--- src/rtl/xor_arb_pkg.sv ---
// Shared types and helpers for the round-robin XOR16 arbiter.
// Imported by rr_pick and xor16_rr_arbiter.
package xor_arb_pkg;

    localparam int WORD_W = 16;

    typedef enum logic {
        IDLE = 1'b0,
        FULL = 1'b1
    } arb_state_t;

    // ID width for n requesters, never narrower than one bit.
    function automatic int id_width(input int n);
        return (n <= 2) ? 1 : $clog2(n);
    endfunction

endpackage

--- src/rtl/student_xor16.sv ---
// 16-bit XOR from the project-1 gate library.
// Built from AND/OR/NOT gates per bit.
module student_xor16 (
    input  logic [15:0] a,
    input  logic [15:0] b,
    output logic [15:0] y
);

    logic [15:0] na;
    logic [15:0] nb;
    logic [15:0] t0;
    logic [15:0] t1;

    // Sum-of-products form: a&~b | ~a&b.
    always_comb begin
        na = ~a;
        nb = ~b;
        t0 = a & nb;
        t1 = na & b;
        y  = t0 | t1;
    end

endmodule

--- src/rtl/xor16_rr_arbiter_rr_pick.sv ---
// Round-robin picker: first valid request at or after ptr wins.
// Purely combinational.
module rr_pick
    import xor_arb_pkg::*;
#(
    parameter int NREQ = 4,
    parameter int IDW  = id_width(NREQ)
) (
    input  logic [NREQ-1:0] req,
    input  logic [IDW-1:0]  ptr,
    output logic [NREQ-1:0] grant,
    output logic [IDW-1:0]  id,
    output logic            found
);

    logic [IDW:0]   slot;
    logic [IDW-1:0] idx;

    // Scan from ptr upward, wrapping modulo NREQ; the first hit wins.
    always_comb begin
        grant = '0;
        id    = '0;
        found = 1'b0;
        slot  = '0;
        idx   = '0;
        for (int k = 0; k < NREQ; k++) begin
            slot = {1'b0, ptr} + (IDW+1)'(k);
            if (slot >= (IDW+1)'(NREQ)) begin
                slot = slot - (IDW+1)'(NREQ);
            end
            idx = slot[IDW-1:0];
            if (!found && req[idx]) begin
                grant[idx] = 1'b1;
                id         = idx;
                found      = 1'b1;
            end
        end
    end

endmodule

--- src/rtl/xor16_rr_arbiter.sv ---
// Round-robin arbiter sharing one student_xor16 among NREQ requesters.
// Optional per-requester grant counters: define XOR16_ARB_STATS_EN.
module xor16_rr_arbiter
    import xor_arb_pkg::*;
#(
    parameter int NREQ = 4,
    parameter int IDW  = id_width(NREQ)
) (
    input  logic                   clk,
    input  logic                   rst_n,
    input  logic [NREQ-1:0]        req_valid,
    output logic [NREQ-1:0]        req_ready,
    input  logic [NREQ*WORD_W-1:0] req_a,
    input  logic [NREQ*WORD_W-1:0] req_b,
    output logic                   rsp_valid,
    input  logic                   rsp_ready,
    output logic [WORD_W-1:0]      rsp_data,
    output logic [IDW-1:0]         rsp_id
`ifdef XOR16_ARB_STATS_EN
    ,
    output logic [NREQ*8-1:0]      grant_cnt
`endif
);

    arb_state_t        state_q;
    arb_state_t        state_d;
    logic [IDW-1:0]    ptr_q;
    logic [NREQ-1:0]   pick;
    logic [IDW-1:0]    win_id;
    logic              any_req;
    logic              can_take;
    logic              grant_en;
    logic [WORD_W-1:0] sel_a;
    logic [WORD_W-1:0] sel_b;
    logic [WORD_W-1:0] xor_y;
    logic [WORD_W-1:0] data_q;
    logic [IDW-1:0]    id_q;

    rr_pick #(
        .NREQ (NREQ),
        .IDW  (IDW)
    ) u_pick (
        .req   (req_valid),
        .ptr   (ptr_q),
        .grant (pick),
        .id    (win_id),
        .found (any_req)
    );

    // Accept only when the output register is empty or draining;
    // nothing is granted while reset is held.
    always_comb begin
        can_take  = (state_q == IDLE) || rsp_ready;
        grant_en  = rst_n && can_take && any_req;
        req_ready = grant_en ? pick : '0;
        rsp_valid = (state_q == FULL);
    end

    // One-hot AND-OR operand mux into the shared datapath.
    always_comb begin
        sel_a = '0;
        sel_b = '0;
        for (int i = 0; i < NREQ; i++) begin
            sel_a = sel_a
                  | (req_a[WORD_W*i +: WORD_W] & {WORD_W{pick[i]}});
            sel_b = sel_b
                  | (req_b[WORD_W*i +: WORD_W] & {WORD_W{pick[i]}});
        end
    end

    student_xor16 u_xor (
        .a (sel_a),
        .b (sel_b),
        .y (xor_y)
    );

    // Next state: fill on any request, empty only on drain with no refill.
    always_comb begin
        state_d = state_q;
        unique case (state_q)
            IDLE: begin
                if (any_req) begin
                    state_d = FULL;
                end
            end
            FULL: begin
                if (rsp_ready && !any_req) begin
                    state_d = IDLE;
                end
            end
            default: state_d = IDLE;
        endcase
    end

    // State register; reset discards any pending result.
    always_ff @(posedge clk) begin
        if (!rst_n) begin
            state_q <= IDLE;
        end else begin
            state_q <= state_d;
        end
    end

    // Capture the granted result and its ID; hold otherwise.
    always_ff @(posedge clk) begin
        if (!rst_n) begin
            data_q <= '0;
            id_q   <= '0;
        end else if (grant_en) begin
            data_q <= xor_y;
            id_q   <= win_id;
        end
    end

    // Pointer moves one past the winner, wrapping at NREQ-1.
    always_ff @(posedge clk) begin
        if (!rst_n) begin
            ptr_q <= '0;
        end else if (grant_en) begin
            if (win_id == IDW'(NREQ - 1)) begin
                ptr_q <= '0;
            end else begin
                ptr_q <= win_id + 1'b1;
            end
        end
    end

    assign rsp_data = data_q;
    assign rsp_id   = id_q;

`ifdef XOR16_ARB_STATS_EN
    logic [7:0] cnt_q [NREQ];

    // Saturating per-requester grant counters.
    always_ff @(posedge clk) begin
        if (!rst_n) begin
            for (int i = 0; i < NREQ; i++) begin
                cnt_q[i] <= '0;
            end
        end else begin
            for (int i = 0; i < NREQ; i++) begin
                if (grant_en && pick[i] && cnt_q[i] != 8'hFF) begin
                    cnt_q[i] <= cnt_q[i] + 8'd1;
                end
            end
        end
    end

    for (genvar g = 0; g < NREQ; g++) begin : g_cnt
        assign grant_cnt[8*g +: 8] = cnt_q[g];
    end
`endif

endmodule
--- config.mk ---
export PLATFORM = sky130hd
export DESIGN_NAME = xor16_rr_arbiter
export DESIGN_NICKNAME = d
export VERILOG_FILES = /design/src/rtl/xor_arb_pkg.sv /design/src/rtl/student_xor16.sv /design/src/rtl/xor16_rr_arbiter_rr_pick.sv /design/src/rtl/xor16_rr_arbiter.sv
export SDC_FILE = /design/constraint.sdc
export NUM_CORES = 1
export LEC_CHECK = 0
export CAP_MARGIN = 20
export CORE_UTILIZATION = 43
export DETAILED_ROUTE_END_ITERATION = 12
export GPL_ROUTABILITY_DRIVEN = 0
export PLACE_DENSITY_LB_ADDON = 0.3
export REMOVE_ABC_BUFFERS = 1
export SETUP_SLACK_MARGIN = 0.3
export SKIP_CTS_REPAIR_TIMING = 1
export SYNTH_ARGS = -nofsm -noshare
export SYNTH_HDL_FRONTEND = slang
export SYNTH_SLANG_ARGS = --single-unit
--- constraint.sdc ---
create_clock -name clk -period 4 [get_ports clk]
set_clock_uncertainty 0.05 [all_clocks]
set_input_delay 0.4 -clock clk [delete_from_list [all_inputs] [get_ports clk]]
set_output_delay 0.4 -clock clk [all_outputs]
set_load 0.05 [all_outputs]
==> flow_metrics.tcl, run 1 <==
set metrics [dict create \
    crit_type "reg2out" \
    ant_nets 0 \
    antenna_found_initial 0 \
    area_growth_pct 51.4 \
    finalCritPeriodShare_pct 85.5 \
    vdd_drop_max_uv 307 \
    synth.distinct_cells 51 \
    ys_ff_latch 21 \
    synth.avg_cell_area_um2 8.03 \
    cts_tree "built" \
    rows 32 \
    setup_violations 0 \
    drive_gt1_share_pct 12.7 \
    max_cap_violations 0 \
    crit_arrival_ns 2.97 \
    multi_input_area_um2 2720 \
    synth_top_area_share_pct 13.8 \
    final_max_slew_viol_count 0 \
    synth_xor_area_share_pct 4.35 \
    die_area_um2 8310 \
    syn_area_um2 3420 \
    end_kind "output port" \
    synthMuxAreaShare_pct 2.85 \
    fmax_mhz 292 \
    rsz0062_at_grt "no" \
    cp_max_fo 11 \
    synth_top_area_cell "a22o_1" \
    powerDensity_nw_per_um2 716 \
    fin_crit_ns 3.42 \
    post-synth-top-count-cell "a22o_1" \
    run_status "finished clean" \
    synthTopCellsByCount "a22o_1 (54), a221oi_1 (47), nand2_1 (37)" \
    place_worst_setup_slack_ns 0.609 \
    final_cell_area_um2 5180 \
    clock_sinks 21 \
    synth_warnings 0 \
    ys.flop_type "dfxtp_1" \
    ioPinCount 158 \
    fin_ws_ns 0.579 \
    syn_inst 426 \
    grt.total_usage_pct 32.6 \
    dp.final_hpwl_mm 10.0 \
    synth_top_family_by_area "compound AO/OA/AOI/OAI gates" \
    die_h_um 91.2 \
    slew_headroom_pct 56.7 \
    clk_pin_slew_ns 0.10 \
    hold_ws_ns 0.414 \
    clock_latency_ns 0.26 \
    overflow 0 \
    post_drt_wl_per_cell_um 20.9 \
    cp-start-kind "register" \
    num_vias 4536 \
    p_leak_nw 1.82 \
    required_ns 3.55 \
    coreArea_um2 7730 \
    ff_latch_area_um2 422 \
    initial_core_util_pct 44.3 \
    portBuffers 157 \
    synth-compound-area-share_pct 55.4 \
    clock-root-buffer "clkbuf_8" \
    clockBufferDepth 2 \
    async_flop_share_pct 0 \
    grt_max_degree 42 \
    numCtsBuffers 3 \
    vias_per_cell 6.80 \
    yosysSeqAreaShare_pct 12.3 \
    fin_util_pct 67.0 \
    finalSetupTns_ns 0 \
    antenna_cells 0 \
    n_fill_cell 633 \
    placed_area_um2 5080 \
    drt_pre_antenna_iters 9 \
    grt_pass1_wl_mm 22.0 \
    hold_viol 0 \
    worst_slew_pin_slew_ns 0.650 \
    routed_wl_mm 14.0 \
    drc_errors 0 \
    grt_pass1_vias 4380 \
    synth.area.top_cells "a22o_1 (14%), dfxtp_1 (12%), a221oi_1 (12%)" \
    die_w_um 91.2 \
    hold_path_class "reg2reg" \
    synthSimpleGateAreaFrac_pct 14.5 \
    synth-adder-area-share_pct 2.20 \
    final_nets 707 \
    synth-edff-count 0 \
    drt_iter0_drc 499 \
    htreeDepth 1 \
]
-- layer usage --
layer / up-vias / track usage, % / share of wire (%)
li1: 2028 / - / -
met1: 2101 / 42.7 / 40
met2: 371 / 52.8 / 46
met3: 36 / 5.61 / 12
met4: 0 / 13.5 / 2.6
met5: - / 0 / 0
-- cells in the final DEF, fill, tap and decap left out, types with 6 or more instances in the layout --
cell type,count
clkdlybuf4s50_1,153
a22o_1,54
a221oi_1,47
nand2_1,37
nand3_1,31
buf_4,30
dfxtp_1,20
a22oi_1,16
o2bb2ai_1,16
xor2_1,16
a32oi_1,15
o21ai_1,13
nor2_1,9
a21oi_1,8
a22o_4,8
a211oi_2,8
a211oi_1,8
inv_1,7
o21ai_0,7
ha_1,6
-- final cells by class --
class                      count  area share (%)
sequential                    21            8.14
clock buffer                   3           0.797
timing repair buffer         187            35.5
clock inverter                 1          0.0966
tap                          102            2.46
multi-input combinational    346            52.5
inverter                       7           0.507
-- path summary, 6_finish.rpt --
kind	cells after the start	slack, ns	endpoint	startpoint
worst max-delay path	8	0.58	req_ready[0]	ptr_q[1]
worst min register to register	2	0.41	rsp_data[15]	rsp_data[15]
worst max register to register	12	0.72	rsp_data[7]	ptr_q[1]
worst min-delay path	2	0.41	rsp_data[15]	rsp_data[15]
-- cell families after synthesis --
| group | Yosys count |
|---|---|
| AO/OA/AOI/OAI | 217 |
| XOR/XNOR | 17 |
| adder cells (fa/ha/maj) | 6 |
| buffers and inverters | 59 |
| flip-flops | 21 |
| multiplexers | 6 |
| AND/OR/NAND/NOR | 100 |
-- critical path, cell delays in order (launching register included) --
cell,delay [ns]
dfxtp_2,0.42
inv_1,0.13
ha_1,0.39
or3b_1,0.38
a2111o_2,0.57
nand2_1,0.21
a221oi_1,0.11
nor2_1,0.29
buf_12,0.18
-- registers in the layout, summed over array words and instances, names as in the netlist, named ones only --
signal / flops
ptr_q: 1
rsp_data: 16
rsp_id: 2
rsp_valid: 1
-- stage by stage --
step                power (W)  cells
floorplan             0.00245    374
global placement      0.00337    658
detailed placement    0.00343    658
CTS                   0.00359    662
global route          0.00394    667
finish                0.00371    667
-- power by group --
group          switching, W  total (W)  internal, W
logic               0.00182    0.00321      0.00139
clock network     0.0000870   0.000157    0.0000698
registers         0.0000504   0.000345     0.000295
total               0.00196    0.00371      0.00175
Note: power is estimated with default switching activity, not from simulation.
==> inputs of run 2 (changes only) <==
Settings changed: CORE_ASPECT_RATIO set to 0.8, CTS_CLUSTER_SIZE set to 16.
==> run 2 against run 1 <==
  * Non-clock buffer count decreased by 5
  * First-iteration DRC count decreased by 13%
  * Sequential cell count unchanged
  * Register-to-register slack got worse by 0.07 ns
  * Final area decreased by 0.63%
  * Via count decreased by 0.53%
  * Sequential power about the same
  * Clock power decreased by 3%
  * Clock-buffer cell count increased by 1
  * Largest cell class unchanged
  * Largest power group unchanged
==> flow_metrics.tcl, run 2 (synthesized netlist as in run 1, its figures left out) <==
set metrics [dict create \
    setup_violations 0 \
    vias_per_cell 6.78 \
    final_cell_area_um2 5150 \
    grt.total_usage_pct 32.5 \
    layout_common_cells "clkdlybuf4s50_1 (153), a22o_1 (54), a221oi_1 (47), nand2_1 (36), nand3_1 (31)" \
    die_area_um2 8310 \
    overflow 0 \
    end_kind "output port" \
    r2r-end "ptr_q[1]" \
    hp-start "rsp_data[6]" \
    grt_pass1_wl_mm 21.4 \
    fin_util_pct 68.3 \
    max_cap_violations 0 \
    p_leak_nw 1.79 \
    final_nets 702 \
    clockBufferDepth 2 \
    antenna_found_initial 0 \
    hold_ws_ns 0.415 \
    drt_iter0_drc 434 \
    crit_arrival_ns 3.10 \
    vdd_drop_max_uv 367 \
    rsz0062_at_grt "yes" \
    ioPinCount 158 \
    clk_pin_slew_ns 0.09 \
    slew_headroom_pct 31.2 \
    finalCritPeriodShare_pct 88.8 \
    post_drt_wl_per_cell_um 20.9 \
    largest_register_ffs 16 \
    die_h_um 81.8 \
    routed_wl_mm 13.9 \
    worst_slew_pin_slew_ns 1.03 \
    area_growth_pct 50.5 \
    portBuffers 157 \
    drt_pre_antenna_iters 6 \
    hold_path_class "reg2reg" \
    cp-start-kind "register" \
    initial_core_util_pct 45.4 \
    crit_type "reg2out" \
    cts_tree "built" \
    grt_pass1_vias 4316 \
    clock_latency_ns 0.27 \
    dp.final_hpwl_mm 9.87 \
    num_vias 4512 \
    finalSetupTns_ns 0 \
    placed_area_um2 5070 \
    ant_nets 0 \
    fmax_mhz 281 \
    n_fill_cell 634 \
    drc_errors 0 \
    clock-root-buffer "clkbuf_8" \
    hold_end "rsp_data[6]" \
    required_ns 3.55 \
    power.total_w 0.00369 \
    rows 28 \
    fin_crit_ns 3.55 \
    min_delay_path_depth 2 \
    final_common_cell "clkdlybuf4s50_1" \
    drive_gt1_share_pct 12.0 \
    setup.reg_to_reg.worst_slack_ns 0.65 \
    die_w_um 102 \
    coreArea_um2 7530 \
    cp_max_fo 22 \
    regToRegStartpoint "ptr_q[1]" \
    reg2reg_depth 9 \
    hold_viol 0 \
    htreeDepth 1 \
    clock_sinks 21 \
    numCtsBuffers 3 \
    grt_max_degree 42 \
    final_max_slew_viol_count 0 \
    antenna_cells 0 \
    powerDensity_nw_per_um2 716 \
    run_status "finished clean" \
]
run 2: worst max path at each step:
stage                            start      endpoint  depth (start not counted)
after CTS                     ptr_q[1]  req_ready[0]                          8
after global placement    req_valid[2]  rsp_data[11]                          9
final                         register  req_ready[0]                          8
after floorplan               register  req_ready[1]                          7
after detailed placement  req_valid[3]  rsp_data[11]                          9
after global routing          register  req_ready[0]                          8
run 2: routing by layer:
| layer | share of wire (%) | track usage, % | wire (um) |
|---|---|---|---|
| met2 | 45 | 54.5 | 6290 |
| met3 | 12 | 3.83 | 1620 |
| met4 | 1.7 | 10.4 | 240 |
| met5 | 0 | 0 | 0 |
| met1 | 41 | 43.4 | 5760 |
run 2: cell type report:
class                      count  area, um^2  share of cell area [%]
multi-input combinational    346        2720                    52.9
timing repair buffer         182        1800                    35.0
sequential                    21         422                    8.19
tap                          105         131                    2.55
clock buffer                   4        45.0                   0.875
inverter                       7        26.3                   0.511
run 2: through the flow:
stage	cells	setup WS [ns]
floorplan	374	-0.107
global placement	658	0.522
detailed placement	658	0.473
CTS	662	0.220
global route	665	0.288
finish	665	0.447
run 2: where the power goes:
| part | total (W) | internal (W) | switching, W | leakage (nW) |
|---|---|---|---|---|
| logic | 0.00319 | 0.00136 | 0.00183 | 1.60 |
| registers | 0.000345 | 0.000295 | 0.0000501 | 0.175 |
| clock network | 0.000153 | 0.0000713 | 0.0000818 | 0.0228 |
run 2: worst max-delay path: stages (launching register included):
cell and delay [ns]:
dfxtp_1 0.33, inv_1 0.15, ha_1 0.87, inv_1 0.34
or3b_1 0.52, a21oi_2 0.16, a221oi_1 0.09, nor2_1 0.22
buf_12 0.17
==> inputs of run 3 (changes only) <==
Settings changed: SLEW_MARGIN set to 0.
==> results of run 3 <==
The final DEF is identical to that of run 2; final timing and power are the same.
==> edit 1: new RTL, config.mk and constraints of run 3 <==
Build with the macro `XOR16_ARB_STATS_EN` defined.
--- a/src/rtl/xor16_rr_arbiter.sv
+++ b/src/rtl/xor16_rr_arbiter.sv
@@ -2,2 +2,4 @@
 // Optional per-requester grant counters: define XOR16_ARB_STATS_EN.
+`define XOR16_ARB_STATS_EN
+
 module xor16_rr_arbiter
Behaviour (old outputs only; new: grant_cnt): unchanged (Yosys induction, for registers that start in step).
==> edit 1 against run 3 <==
Critical path depth is 1 higher; utilization is 7.2 points lower; clock power grew to 3.5 times the old value; total power is 0.53% higher; wire length is 71% higher; sequential cell count is 32 higher; area after synthesis is 83% higher; design area is 69% higher; worst setup slack worse by 0.026 ns; register-to-register slack worse by 0.16 ns.
==> edit 1: results (changes against run 3) <==
* Outcome: completed (unchanged)
* Clock transition at the registers of the reported paths at 0.08 ns
* Met1 Track Usage GR at 43.4% (about the same)
* Seq/Total Area, Yosys at 22.1% (was 12.3%)
* Initial DRT Pass Iterations at 5 (was 6)
* Beginning of the critical path: ptr_q[1]$_SDFFE_PN0N_
* Ranking of synthesized cells by area: a22oi_1, edfxtp_1, nand2_1, a22o_1, dfxtp_1 (was a22o_1, dfxtp_1, a221oi_1, nand3_1, a22o_4)
* Total Nets Final at 1132 (was 702)
* Post-DP HPWL at 16200 µm (was 9870 µm)
* Hold Crit Start: rsp_id[1]$_SDFFE_PN0N_ (was rsp_data[6]$_SDFFE_PN0P_)
* Worst reg2reg endpoint: rsp_data[0]$_SDFFE_PN0N_ (was ptr_q[1]$_SDFFE_PN0P_)
* Reg2reg setup slack at 0.49 ns (was 0.65 ns)
* Slowest-stage cell, CP: dfxtp_2 (was ha_1)
* GR Util All Layers at 30.8% (was 32.5%)
* H-Tree Depth at 2 (was 1)
* Synth top cells by count: nand2_1, a22oi_1, clkbuf_1 (was a22o_1, a221oi_1, nand2_1)
* Syn Inst Count at 818 (was 426)
* Flip-flop count of the largest register, all copies and words added at 32 (was 16)
* WHS Endpoint: rsp_id[1]$_SDFFE_PN0N_ (was rsp_data[6]$_SDFFE_PN0P_)
* Number of synthesized flops with an enable pin at 32 (was 0)
* IO Port Bufs at 189 (was 157)
* GR Util met3 at 4.93% (was 3.83%)
* Drt wl/cell at 20.3 µm (was 20.9 µm)
* Vias in the first global route at 6943 (was 4316)
* VDD IR max at 0.243 mV (was 0.367 mV)
* Data arrival, critical path at 3.13 ns (was 3.10 ns)
* Pre-CTS setup slack at -0.00774 ns (was 0.473 ns)
* Max stage delay on crit path at 0.44 ns (was 0.87 ns)
* Ratio of final minimum period to clock period at 89.5% (was 88.8%)
* Via count at 7675 (was 4512)
* Worst-margin pin slew at 0.720 ns (was 1.03 ns)
* Fillers at 1283 (was 634)
* Placed Instances at 1152 (was 658)
* Num CTS Buffers at 5 (was 3)
* Hold_ws at 0.431 ns (was 0.415 ns)
* Leakage at 3.20 nW (was 1.79 nW)
* Latest clock arrival within the worst-skew pair at 0.32 ns (was 0.27 ns)
* Most flop-heavy register: cnt_q
* Share of cells above drive strength 1 at 9.31% (was 12.0%)
* Worst reg2reg path depth at 10 (was 9)
* Synth unique cells at 57 (was 51)
* Drt via density at 6.55 (was 6.78)
* Post-placement cell area at 0.00840 mm² (was 0.00507 mm²)
* Worst-path maximum fanout at 12 (was 22)
* Initial drt markers at 976 (was 434)
* M2 GR Usage at 48.3% (was 54.5%)
* Largest net degree at the start of global routing at 53 (was 42)
* First-pass GRT wire length at 36400 µm (was 21400 µm)
* Primary FF master, synth: edfxtp_1 (was dfxtp_1)
* Root Buffer: clkbuf_16 (was clkbuf_8)
* Post-synth ARST share at 0% (unchanged)
## edit 1: cell count changes after synthesis, moves of 30 or more
| cell | delta |
|---|---|
| a22oi_1 | +112 |
| a221oi_1 | -47 |
| edfxtp_1 | +32 |
| nor2_1 | +30 |
| o22ai_1 | +33 |
| nand2_1 | +125 |
| clkbuf_1 | +30 |
## edit 1: final cells by class
cell class / count / area (µm²) / share of cell area (%)
clock buffer: 6 / 129 / 1.48
clock inverter: 2 / 38.8 / 0.445
inverter: 11 / 41.3 / 0.474
multi-input combinational: 678 / 4610 / 52.9
sequential: 53 / 1380 / 15.9
tap: 184 / 230 / 2.64
timing repair buffer: 238 / 2280 / 26.2
## edit 1: per-layer routing
metal	vias to the layer above	share of wire (%)
met4	0	1.3
met1	3567	42
met2	496	45
met5	-	0
met3	33	12
li1	3579	-
## edit 1: kinds of logic after synthesis
| logic type | share of synthesized area (%) |
|---|---|
| compound gates | 39.7 |
| fa+ha+maj | 2.00 |
| simple gates | 25.3 |
| mux | 1.94 |
| buf+inv | 5.60 |
| flops | 22.1 |
| xor+xnor | 3.36 |
## edit 1: critical path, delay by kind of cell (launching register included)
kind / cells / cell delay [ns]
AO/OA/AOI/OAI: 4 / 1.14
adder cells (fa/ha/maj): 1 / 0.42
buffers and inverters: 3 / 0.44
flip-flops: 1 / 0.44
multiplexers: 1 / 0.37
## edit 1: power breakdown
group / switching (mW) / total [mW] / internal, mW
Combinational: 1.43 / 2.37 / 0.940
Sequential: 0.100 / 0.808 / 0.708
Clock: 0.233 / 0.531 / 0.298
==> edit 2: new RTL, flow settings as in run 3 <==
Made on the original files. `NREQ` is set to 4 in 2 places; all go to 5.
--- a/src/rtl/xor16_rr_arbiter_rr_pick.sv
+++ b/src/rtl/xor16_rr_arbiter_rr_pick.sv
@@ -5,3 +5,3 @@
 #(
-    parameter int NREQ = 4,
+    parameter int NREQ = 5,
     parameter int IDW  = id_width(NREQ)
--- a/src/rtl/xor16_rr_arbiter.sv
+++ b/src/rtl/xor16_rr_arbiter.sv
@@ -5,3 +5,3 @@
 #(
-    parameter int NREQ = 4,
+    parameter int NREQ = 5,
     parameter int IDW  = id_width(NREQ)
Ports: changed (5 resized); port bits go from 158 to 193. The function was not compared with the original's and may differ.
==> edit 2 against run 3 <==
Combinational power grew to 2.7 times the old value; wire length grew 67%; area after synthesis is 35% higher; total power grew to 2.6 times the old value; sequential cell count is 2 higher; worst setup slack worse by 0.43 ns; non-clock buffer count is 117 higher; first-iteration DRC count grew 100%; design area increased by 60%.
==> edit 2: results (changes against run 3) <==
* Worst-path maximum fanout at 7 (was 22)
* Vias in the first global route at 6444 (was 4316)
* Syn Inst Count at 663 (was 426)
* Worst reg2reg endpoint: rsp_data[9]$_SDFFE_PN0P_ (was ptr_q[1]$_SDFFE_PN0P_)
* Post-DP HPWL at 15800 µm (was 9870 µm)
* Fillers at 637 (was 634)
* Initial drt markers at 882 (was 434)
* Seq/Total Area, Yosys at 9.99% (was 12.3%)
* Met3 WL post-DR at 2560 µm (was 1620 µm)
* Max stage delay on crit path at 0.59 ns (was 0.87 ns)
* Hold Crit Start: rsp_data[5]$_SDFFE_PN0P_ (was rsp_data[6]$_SDFFE_PN0P_)
* CP Capture Point: req_ready[1] (was req_ready[0])
* Synth top cells by count: nand3_1, a21boi_1, clkbuf_1 (was a22o_1, a221oi_1, nand2_1)
* Worst reg2reg path depth at 14 (was 9)
* Pwr dens at 1150 mW/mm² (was 716 mW/mm²)
* Leakage at 3.02 nW (was 1.79 nW)
* Met2 WL at 10600 µm (was 6290 µm)
* Clock power frac at 2.5% (was 4.2%)
* Outcome: completed (unchanged)
* Largest net degree at the start of global routing at 34 (was 42)
* VDD IR max at 0.649 mV (was 0.367 mV)
* Combinational power at 8.76 mW (was 3.19 mW)
* Drt wl/cell at 22.4 µm (was 20.9 µm)
* Post-Route M1 WL at 8750 µm (was 5760 µm)
* CP delay by family, top: compound AO/OA/AOI/OAI gates (was adder cells)
* Fmax at 251 MHz (was 281 MHz)
* Data arrival, critical path at 3.54 ns (was 3.10 ns)
* Slowest-stage cell, CP: mux4_2 (was ha_1)
* Switching share of power at 54.0% (was 53.3%)
* Pre-CTS setup slack at -0.0300 ns (was 0.473 ns)
* Ranking of synthesized cells by area: a21boi_1, nand3_1, dfxtp_1, o2111ai_1, a32oi_1 (was a22o_1, dfxtp_1, a221oi_1, nand3_1, a22o_4)
* Hold_ws at 0.410 ns (was 0.415 ns)
* Reg2reg setup slack at 0.11 ns (was 0.65 ns)
* Placed Instances at 1000 (was 658)
* Drt via density at 6.89 (was 6.78)
* First-pass GRT wire length at 31300 µm (was 21400 µm)
* GR Util All Layers at 34.8% (was 32.5%)
* Share of cells above drive strength 1 at 25.7% (was 12.0%)
==> edit 2: kinds of logic (layout without fill, tap and decap cells) <==
family	count (synthesis)	count (layout)	share of synthesized area, %
mux	11	11	3.53
buf+inv	117	352	10.0
compound gates	276	276	45.7
flops	23	23	9.99
xor+xnor	16	16	3.04
fa+ha+maj	11	11	3.15
simple gates	209	209	24.5
==> edit 2: final cells by class <==
| class | instances | area, µm² | share of cell area [%] |
|---|---|---|---|
| multi-input cells | 523 | 4290 | 52.3 |
| clock buffers | 3 | 75.1 | 0.914 |
| well taps | 140 | 175 | 2.13 |
| flip-flops and latches | 23 | 467 | 5.68 |
| inverters | 49 | 189 | 2.30 |
| clock inverters | 1 | 5.00 | 0.0610 |
| repair buffers | 299 | 3010 | 36.6 |
==> edit 2: routing by layer <==
| layer | vias up | GRT usage (%) |
|---|---|---|
| met4 | 0 | 17.2 |
| li1 | 3074 | - |
| met2 | 625 | 57.7 |
| met5 | - | 0 |
| met3 | 156 | 6.88 |
| met1 | 3301 | 43.5 |
